==> src/rtl/speck_pkg.sv <==
// Shared SPECK128/128 key-schedule definitions: widths, rotate amounts,
// expansion FSM states and circular rotate helpers.
package speck_pkg;

  localparam int unsigned WORD_W    = 64;
  localparam int unsigned KEY_W     = 128;
  localparam int unsigned ROT_ALPHA = 8;
  localparam int unsigned ROT_BETA  = 3;
  localparam int unsigned IDX_W     = 6;

  typedef enum logic [2:0] {
    IDLE,
    LOAD,
    PRESENT,
    UPDATE,
    DONE
  } state_t;

  function automatic logic [WORD_W-1:0] ror64(input logic [WORD_W-1:0] x,
                                              input int unsigned n);
    return (x >> n) | (x << (WORD_W - n));
  endfunction

  function automatic logic [WORD_W-1:0] rol64(input logic [WORD_W-1:0] x,
                                              input int unsigned n);
    return (x << n) | (x >> (WORD_W - n));
  endfunction

endpackage

==> src/rtl/speck_key_round.sv <==
// One SPECK128/128 key-schedule step; purely combinational so the encrypt
// datapath can share it.
module speck_key_round
  import speck_pkg::*;
(
  input  logic [WORD_W-1:0] k,
  input  logic [WORD_W-1:0] l,
  input  logic [IDX_W-1:0]  i,
  output logic [WORD_W-1:0] k_next,
  output logic [WORD_W-1:0] l_next
);

  // l' = (ROR8(l) + k) ^ i ; k' = ROL3(k) ^ l'
  always_comb begin
    l_next = (ror64(l, ROT_ALPHA) + k) ^ {{(WORD_W-IDX_W){1'b0}}, i};
    k_next = rol64(k, ROT_BETA) ^ l_next;
  end

endmodule

==> src/rtl/speck_key_expand.sv <==
// SPECK128/128 round-key generator: streams NUM_ROUNDS round keys over a
// valid/ready handshake and reports the final {k, l} for decryption.
module speck_key_expand
  import speck_pkg::*;
#(
  parameter int unsigned NUM_ROUNDS = 32
) (
  input  logic              clk,
  input  logic              rst_n,
  input  logic              signal_start,
  input  logic [KEY_W-1:0]  key,
  output logic [WORD_W-1:0] rk,
  output logic [IDX_W-1:0]  rk_index,
  output logic              rk_valid,
  input  logic              rk_ready,
  output logic              busy,
  output logic              finished,
  output logic [KEY_W-1:0]  final_key
);

  localparam logic [IDX_W-1:0] LAST_IDX = IDX_W'(NUM_ROUNDS - 1);

  state_t            state;
  state_t            state_next;
  logic [WORD_W-1:0] k;
  logic [WORD_W-1:0] l;
  logic [IDX_W-1:0]  i;
  logic [WORD_W-1:0] k_next;
  logic [WORD_W-1:0] l_next;

  speck_key_round u_round (
    .k      (k),
    .l      (l),
    .i      (i),
    .k_next (k_next),
    .l_next (l_next)
  );

  // State register
  always_ff @(posedge clk or negedge rst_n) begin
    if (!rst_n) state <= IDLE;
    else        state <= state_next;
  end

  // Next-state and handshake outputs
  always_comb begin
    state_next = state;
    rk_valid   = 1'b0;
    busy       = (state != IDLE);
    rk         = k;
    rk_index   = i;
    unique case (state)
      IDLE:    if (signal_start) state_next = LOAD;
      LOAD:    state_next = PRESENT;
      PRESENT: begin
        rk_valid = 1'b1;
        if (rk_ready) state_next = (i == LAST_IDX) ? DONE : UPDATE;
      end
      UPDATE:  state_next = PRESENT;
      DONE:    state_next = IDLE;
      default: state_next = IDLE;
    endcase
  end

  // Key-schedule working registers
  always_ff @(posedge clk or negedge rst_n) begin
    if (!rst_n) begin
      k <= '0;
      l <= '0;
      i <= '0;
    end else if (state == LOAD) begin
      k <= key[KEY_W-1:WORD_W];
      l <= key[WORD_W-1:0];
      i <= '0;
    end else if (state == UPDATE) begin
      k <= k_next;
      l <= l_next;
      i <= i + 1'b1;
    end
  end

  // Completion pulse and captured final key
  always_ff @(posedge clk or negedge rst_n) begin
    if (!rst_n) begin
      finished  <= 1'b0;
      final_key <= '0;
    end else begin
      finished <= (state == DONE);
      if (state == DONE) final_key <= {k, l};
    end
  end

endmodule

==> config.mk <==
export PLATFORM = sky130hd
export DESIGN_NAME = speck_key_expand
export DESIGN_NICKNAME = d
export VERILOG_FILES = /design/src/rtl/speck_pkg.sv /design/src/rtl/speck_key_round.sv /design/src/rtl/speck_key_expand.sv
export SDC_FILE = /design/constraint.sdc
export NUM_CORES = 1
export LEC_CHECK = 0
export CAP_MARGIN = 30
export CORE_UTILIZATION = 35
export DETAILED_ROUTE_END_ITERATION = 10
export GPL_TIMING_DRIVEN = 1
export PLACE_DENSITY = 0.59
export SETUP_SLACK_MARGIN = 0.1
export SYNTH_ARGS = -nofsm -noshare
export SYNTH_HDL_FRONTEND = slang
export SYNTH_SLANG_ARGS = --single-unit
==> constraint.sdc <==
create_clock -name clk -period 3.2 [get_ports clk]
set_input_delay 0.96 -clock clk [delete_from_list [all_inputs] [get_ports clk]]
set_output_delay 0.96 -clock clk [all_outputs]
set_load 0.03 [all_outputs]
==> results.cfg, run 1 <==
[worst_setup_path]
crit_cells = 12
cp-start-kind = register
crit_required_ns = 3.72
cp_max_fo = 4
cpLargestDelayFamily = compound AO/OA/AOI/OAI gates
max_stage_delay_ns = 0.47
reg2reg_setup_slack_ns = 0.01
cp_data_arrival_time_ns = 3.71
crit_chain = ha_1 > a21o_1 > a21o_1 > a21oi_1 > a21oi_1 > nor2b_1 > a2111oi_4 > buf_4 > o211a_4 > or4_1 > a31oi_1 > a21o_1
timing.critical_path.mode_cell = a21o_1
reg2reg_depth = 12
crit_type = reg2reg
worst-path-buf-inv = 1
crit_path_end_kind = register
critPathSlowestCell = or4_1

[timing]
slew_headroom = 0.365
worstMarginPinSlew_ns = 0.952
holdWs_ns = 0.339
fin_crit_sh = 0.996
fin_worst_skew_ns = 0.0227
fmax_ghz = 0.314
setup_viol = 0
drv_slew = 0
hold_viol = 0
rsz0062_at_grt = true
fin_setup_tns_ns = 0
fin_crit_ns = 3.19

[grt]
gr-total-overflow = 0
grtUsageTotal = 0.231
grt_max_degree = 84
globalRouteMet1Util = 0.314
antenna_found_initial = 2
met2_usage = 0.379
grt_pass1_vias = 14700
use_met3 = 0.0444
grt_pass1_wl_um = 84300
busiest_layer = met2

[synth]
yosysMostFrequentCell = dfrtp_1
netlist_area_um2 = 15700
synth_edf_count = 0
ys_seq_area_frac = 0.423
synth_cells = 1612
synthFlopType = dfrtp_1
synthTopCellsByArea = dfrtp_1, mux2_2, ha_1, a21oi_1, o21ai_0
yosysWarnings = 0
synthArstFlopShare = 1.00
yosys-top-cells-count = dfrtp_1, nand2_1, a21oi_1
synth_top_area_frac = 0.423
synth-seq-cells = 266
syn-num-nets = 1809
synth_cell_types = 70
yosysTopAreaCell = dfrtp_1
avgSynthCellArea_um2 = 9.77

[pwr]
clockPowerShare = 0.120
internal_power_mw = 16.7
leakage_nw = 10.7
p_sw_mw = 14.1
combPwrFrac = 0.708
vdd_drop_max_mv = 0.538
power_frac_seq = 0.172
pwr_density_cell_nw_per_um2 = 1330
switching_share = 0.458

[drt]
detail-route-antenna-nets = 0
vias = 14200
drt_iter0_markers = 686
drc = 0
wl_per_cell_um = 20.0
avgViaCountPerCell = 5.24
wl_um = 54200
drt-pass1-iter-count = 5

[floorplan]
core_area_um2 = 44300
dieArea_um2 = 45800
pin_count = 333
start_util = 0.355
die-width_um = 214
dieHeight_um = 214
row_count = 77

[final_layout]
syn2layout_area_growth_pct = 46.7
drive_gt1_frac = 0.252
nets = 2297
post-route-util = 0.521
diodes = 0
fin_cells = 2716

[placed_design]
place_congestion = 0.909
dp.cells = 2644
io_buffers = 332
dpl.hpwl_um = 39900

[clock_tree]
root_buffer = clkbuf_16
cts_sinks = 266
cts_made_buffers = 31
cts_tree = done
cts_hold_buf = 0
clock_latency_ns = 0.58
clkTransAtPathRegs_ns = 0.06
htree_levels = 1
cts_buffer_depth = 3

[worst_hold_path]
hp-class = in2async

[run]
maxCapViolCount = 0

[outcome]
outcome = finished, final reports clean
placed cells by master, fill, tap and decap left out, types with 10 or more instances in the layout:
| cell | Yosys | layout |
|---|---|---|
| a21oi_2 | 0 | 18 |
| o211ai_1 | 10 | 10 |
| dfrtp_2 | 0 | 10 |
| a21o_1 | 44 | 44 |
| dfrtp_1 | 266 | 255 |
| nand4_1 | 20 | 20 |
| inv_1 | 21 | 18 |
| o21ai_0 | 142 | 123 |
| o21bai_1 | 13 | 12 |
| nand3_1 | 37 | 36 |
| nand2_1 | 174 | 169 |
| o21a_1 | 10 | 10 |
| mux2i_1 | 66 | 66 |
| clkbuf_16 | 0 | 31 |
| ha_4 | 0 | 22 |
| buf_4 | 0 | 206 |
| nor3_1 | 19 | 15 |
| ha_1 | 64 | 37 |
| and3_1 | 20 | 17 |
| mux2_2 | 129 | 129 |
| a31oi_1 | 14 | 12 |
| nor2_1 | 80 | 77 |
| a21oi_1 | 143 | 121 |
| o21ai_1 | 10 | 24 |
| xor2_1 | 33 | 31 |
| xnor2_1 | 80 | 70 |
| clkdlybuf4s50_1 | 0 | 329 |
repair_timing:
action / CTS / global route
setup buffers: 5 / 10
setup endpoints to repair: 59 / 64
pin swaps: 32 / 47
resized for setup: 46 / 110
routing by layer:
metal / vias up / part of all wire
li1: 6767 / -
met3: 88 / 0.051
met4: 2 / 0.027
met5: - / 0.00024
met1: 6980 / 0.46
met2: 397 / 0.47
metrics by stage:
| step | total power [mW] | instance area, um2 | setup WS, ns |
|---|---|---|---|
| after floorplan | 17.2 | 15800 | -0.0919 |
| after global placement | 24.8 | 21100 | -0.251 |
| after detailed placement | 25.0 | 21100 | -0.264 |
| after CTS | 29.4 | 22500 | 0.0374 |
| after global routing | 33.0 | 23100 | -0.103 |
| final | 30.8 | 23100 | 0.0114 |
registers in the layout, indices dropped and copies added (netlist names):
register,flops
finished,1
state,3
rk_index,6
rk,64
final_key,128
l,64
worst paths after layout:
check | start | end
min in group clk | final_key[116]$_DFFE_PN0P_ | final_key[116]$_DFFE_PN0P_
worst min register to register | final_key[116]$_DFFE_PN0P_ | final_key[116]$_DFFE_PN0P_
max in group asynchronous | rst_n | l[44]$_DFFE_PN0N_
worst max register to register | l[43]$_DFFE_PN0N_ | rk[52]$_DFFE_PN0N_
worst min-delay path | rst_n | final_key[11]$_DFFE_PN0P_
worst max-delay path | l[43]$_DFFE_PN0N_ | rk[52]$_DFFE_PN0N_
cell families (layout without fill, tap and decap cells):
family	count (synthesis)	count (layout)	share of synthesized area
buffers and inverters	116	628	0.0284
AOI/OAI and AO/OA	441	441	0.169
DFF	266	266	0.423
xor gates and xnor gates	120	120	0.0726
and+or+nand+nor	407	407	0.120
muxes	197	197	0.136
adders and majority gates	65	65	0.0521
layout make-up:
cell class | count | area, um2
fill | 4023 | 21200
multi-input combinational | 1230 | 9470
sequential | 266 | 6670
timing repair buffer | 550 | 5080
clock buffer | 49 | 933
tap | 592 | 741
clock inverter | 8 | 118
inverter | 21 | 78.8
power groups by stage:
stage                     sequential (mW)  combinational (mW)  clock, mW
after global routing                 5.41                23.7       3.91
after detailed placement             5.24                19.7          0
after global placement               5.22                19.6          0
final                                5.30                21.8       3.69
after CTS                            5.25                20.4       3.79
after floorplan                      5.97                11.3          0
Note: power is estimated with default switching activity, not from simulation.
==> run 2: changes to the inputs <==
- GPL_TIMING_DRIVEN: 1 -> default
==> results of run 2 <==
The final DEF is identical to that of run 1; final timing and power are the same.
==> run 3: changes to the inputs <==
- CORE_ASPECT_RATIO: default -> 0.9
- PLACE_DENSITY: 0.59 -> 0.56
- clock period: 3.2 -> 3.9 ns (I/O delays scaled with it)
==> run 3 against run 2 <==
  * Register-to-register slack improved by 0.31 ns
  * Non-clock buffer count fell by 173
  * Sequential power fell by 16%
  * Clock-buffer cell count fell by 2
  * Cell count fell by 6.1%
  * Total power fell by 30%
  * Clock power fell by 21%
  * Combinational power fell by 35%
  * Core utilization fell by 4.9 points
  * Worst hold slack improved by 0.17 ns
==> results.cfg, run 3 (synthesis gave the netlist of run 1 again) <==
[outcome]
outcome = finished, final reports clean

[grt]
antenna_found_initial = 1
busiest_layer = met2
use_met3 = 0.0406
gr-total-overflow = 0
grtUsageTotal = 0.229
met2_usage = 0.365
grt_pass1_vias = 13600
grt_pass1_wl_um = 81400
globalRouteMet1Util = 0.322
grt_max_degree = 135

[clock_tree]
cts_buffer_depth = 3
cts_made_buffers = 31
clock_latency_ns = 0.58
htree_levels = 1
clkTransAtPathRegs_ns = 0.06
root_buffer = clkbuf_16
cts_hold_buf = 0
cts_tree = done
cts_sinks = 266

[timing]
fin_crit_ns = 3.58
drv_slew = 0
worstMarginPinSlew_ns = 0.979
fmax_ghz = 0.279
fin_setup_tns_ns = 0
holdWs_ns = 0.506
setup_viol = 0
hold_viol = 0
slew_headroom = 0.347
fin_worst_skew_ns = 0.0194
fin_crit_sh = 0.918
rsz0062_at_grt = true

[final_layout]
most-common-layout-cells = clkdlybuf4s50_1, dfrtp_1, nand2_1
post-route-util = 0.472
largest_register_ffs = 128
layout_commonest_cell = clkdlybuf4s50_1
regMostFlops = final_key
nets = 2124
syn2layout_area_growth_pct = 32.9
drive_gt1_frac = 0.125
fillers = 4257

[drt]
wl_per_cell_um = 20.8
drt-pass1-iter-count = 5
avgViaCountPerCell = 5.30
detail-route-antenna-nets = 0
wl_um = 53000
drc = 0
drt_iter0_markers = 938
vias = 13500

[pwr]
combPwrFrac = 0.657
internal_power_mw = 11.0
p_sw_mw = 10.5
clockPowerShare = 0.135
vdd_drop_max_mv = 0.424
pwr_density_cell_nw_per_um2 = 1030
switching_share = 0.488
leakage_nw = 9.73
power_frac_seq = 0.208

[worst_setup_path]
crit_path_end_kind = register
reg2reg_depth = 13
crit_type = reg2reg
r2r_end = rk[52]$_DFFE_PN0N_
cp_data_arrival_time_ns = 4.10
cp-start-kind = register
rr_startpoint = l[8]$_DFFE_PN0N_
crit_required_ns = 4.42
reg2reg_setup_slack_ns = 0.32
cp_max_fo = 4

[placed_design]
io_buffers = 332
place_congestion = 0.854
dpl.hpwl_um = 39400

[floorplan]
core_area_um2 = 44300
pin_count = 333
dieArea_um2 = 45800
dieHeight_um = 203
die-width_um = 226
row_count = 73
start_util = 0.355

[worst_hold_path]
hp-class = reg2reg
whs_path_depth = 1
hp-start = final_key[81]$_DFFE_PN0P_
hold_end = final_key[81]$_DFFE_PN0P_

[run]
maxCapViolCount = 0
run 3: changes by cell type in the layout (fill, tap and decap cells not counted), sizes merged:
cell / delta
buf: -173
clkinv: +1
bufinv: -1
clkdlybuf4s50: +1
diode: +1
clkbuf: -2
dlygate4sd2: -1
run 3: cell type report:
class	count	area, um2	share of cell area
Multi-Input combinational cell	1230	8680	0.415
Sequential cell	266	6660	0.318
Timing Repair Buffer	377	3760	0.180
Clock buffer	47	896	0.0428
Tap cell	600	751	0.0359
Clock inverter	8	100	0.00478
Inverter	21	78.8	0.00377
Antenna cell	1	2.50	0.000120
run 3: power by group through the flow:
stage	clock network [mW]	registers [mW]	logic [mW]
6_report	2.90	4.46	14.1
5_1_grt	3.09	4.57	15.5
4_1_cts	2.98	4.47	14.1
3_5_place_dp	0	4.51	14.0
3_3_place_gp	0	4.49	13.9
2_1_floorplan	0	4.88	9.19
run 3: how the worst max path moves through the flow:
stage / from / endpoint / slack [ns] / cells past startpoint
floorplan: rk[0]$_DFFE_PN0N_ / rk[52]$_DFFE_PN0N_ / 0.44 / 13
global placement: l[25]$_DFFE_PN0N_ / rk[63]$_DFFE_PN0N_ / 0.25 / 11
detailed placement: l[8]$_DFFE_PN0N_ / rk[52]$_DFFE_PN0N_ / 0.24 / 13
CTS: l[8]$_DFFE_PN0N_ / rk[52]$_DFFE_PN0N_ / 0.21 / 13
global route: rk[1]$_DFFE_PN0N_ / rk[33]$_DFFE_PN0N_ / 0.06 / 11
finish: l[8]$_DFFE_PN0N_ / rk[52]$_DFFE_PN0N_ / 0.32 / 13
run 3: worst max-delay path, stage by stage, from the launching register on:
cell and delay (ns):
dfrtp_1 0.36, ha_1 0.19, inv_1 0.06, fa_1 0.40, nand2b_1 0.18, a21o_1 0.20
a211o_1 0.34, o211ai_4 0.31, a21oi_4 0.14, a2111oi_4 0.43, nor4b_1 0.15, or4_1 0.49
a31oi_1 0.18, a21o_1 0.10
run 3: metrics by stage:
| stage | setup slack, ns | power, mW | instance area [um2] | instances |
|---|---|---|---|---|
| after detailed placement | 0.236 | 18.5 | 19900 | 2494 |
| after global routing | 0.0625 | 23.2 | 20900 | 2550 |
| after floorplan | 0.436 | 14.1 | 15700 | 1612 |
| final | 0.321 | 21.5 | 20900 | 2550 |
| after CTS | 0.208 | 21.5 | 20900 | 2549 |
| after global placement | 0.250 | 18.4 | 19900 | 2493 |
run 3: repair_timing:
| action | CTS | global route |
|---|---|---|
| resized for setup | 0 | 3 |
| buffers inserted | 0 | 0 |
| setup endpoints to repair | 0 | 6 |
run 3: per-layer routing:
| layer | share of wire | wire length, um |
|---|---|---|
| met1 | 0.47 | 24900 |
| met2 | 0.45 | 24000 |
| met3 | 0.056 | 2980 |
| met4 | 0.021 | 1140 |
| met5 | 0 | 0 |
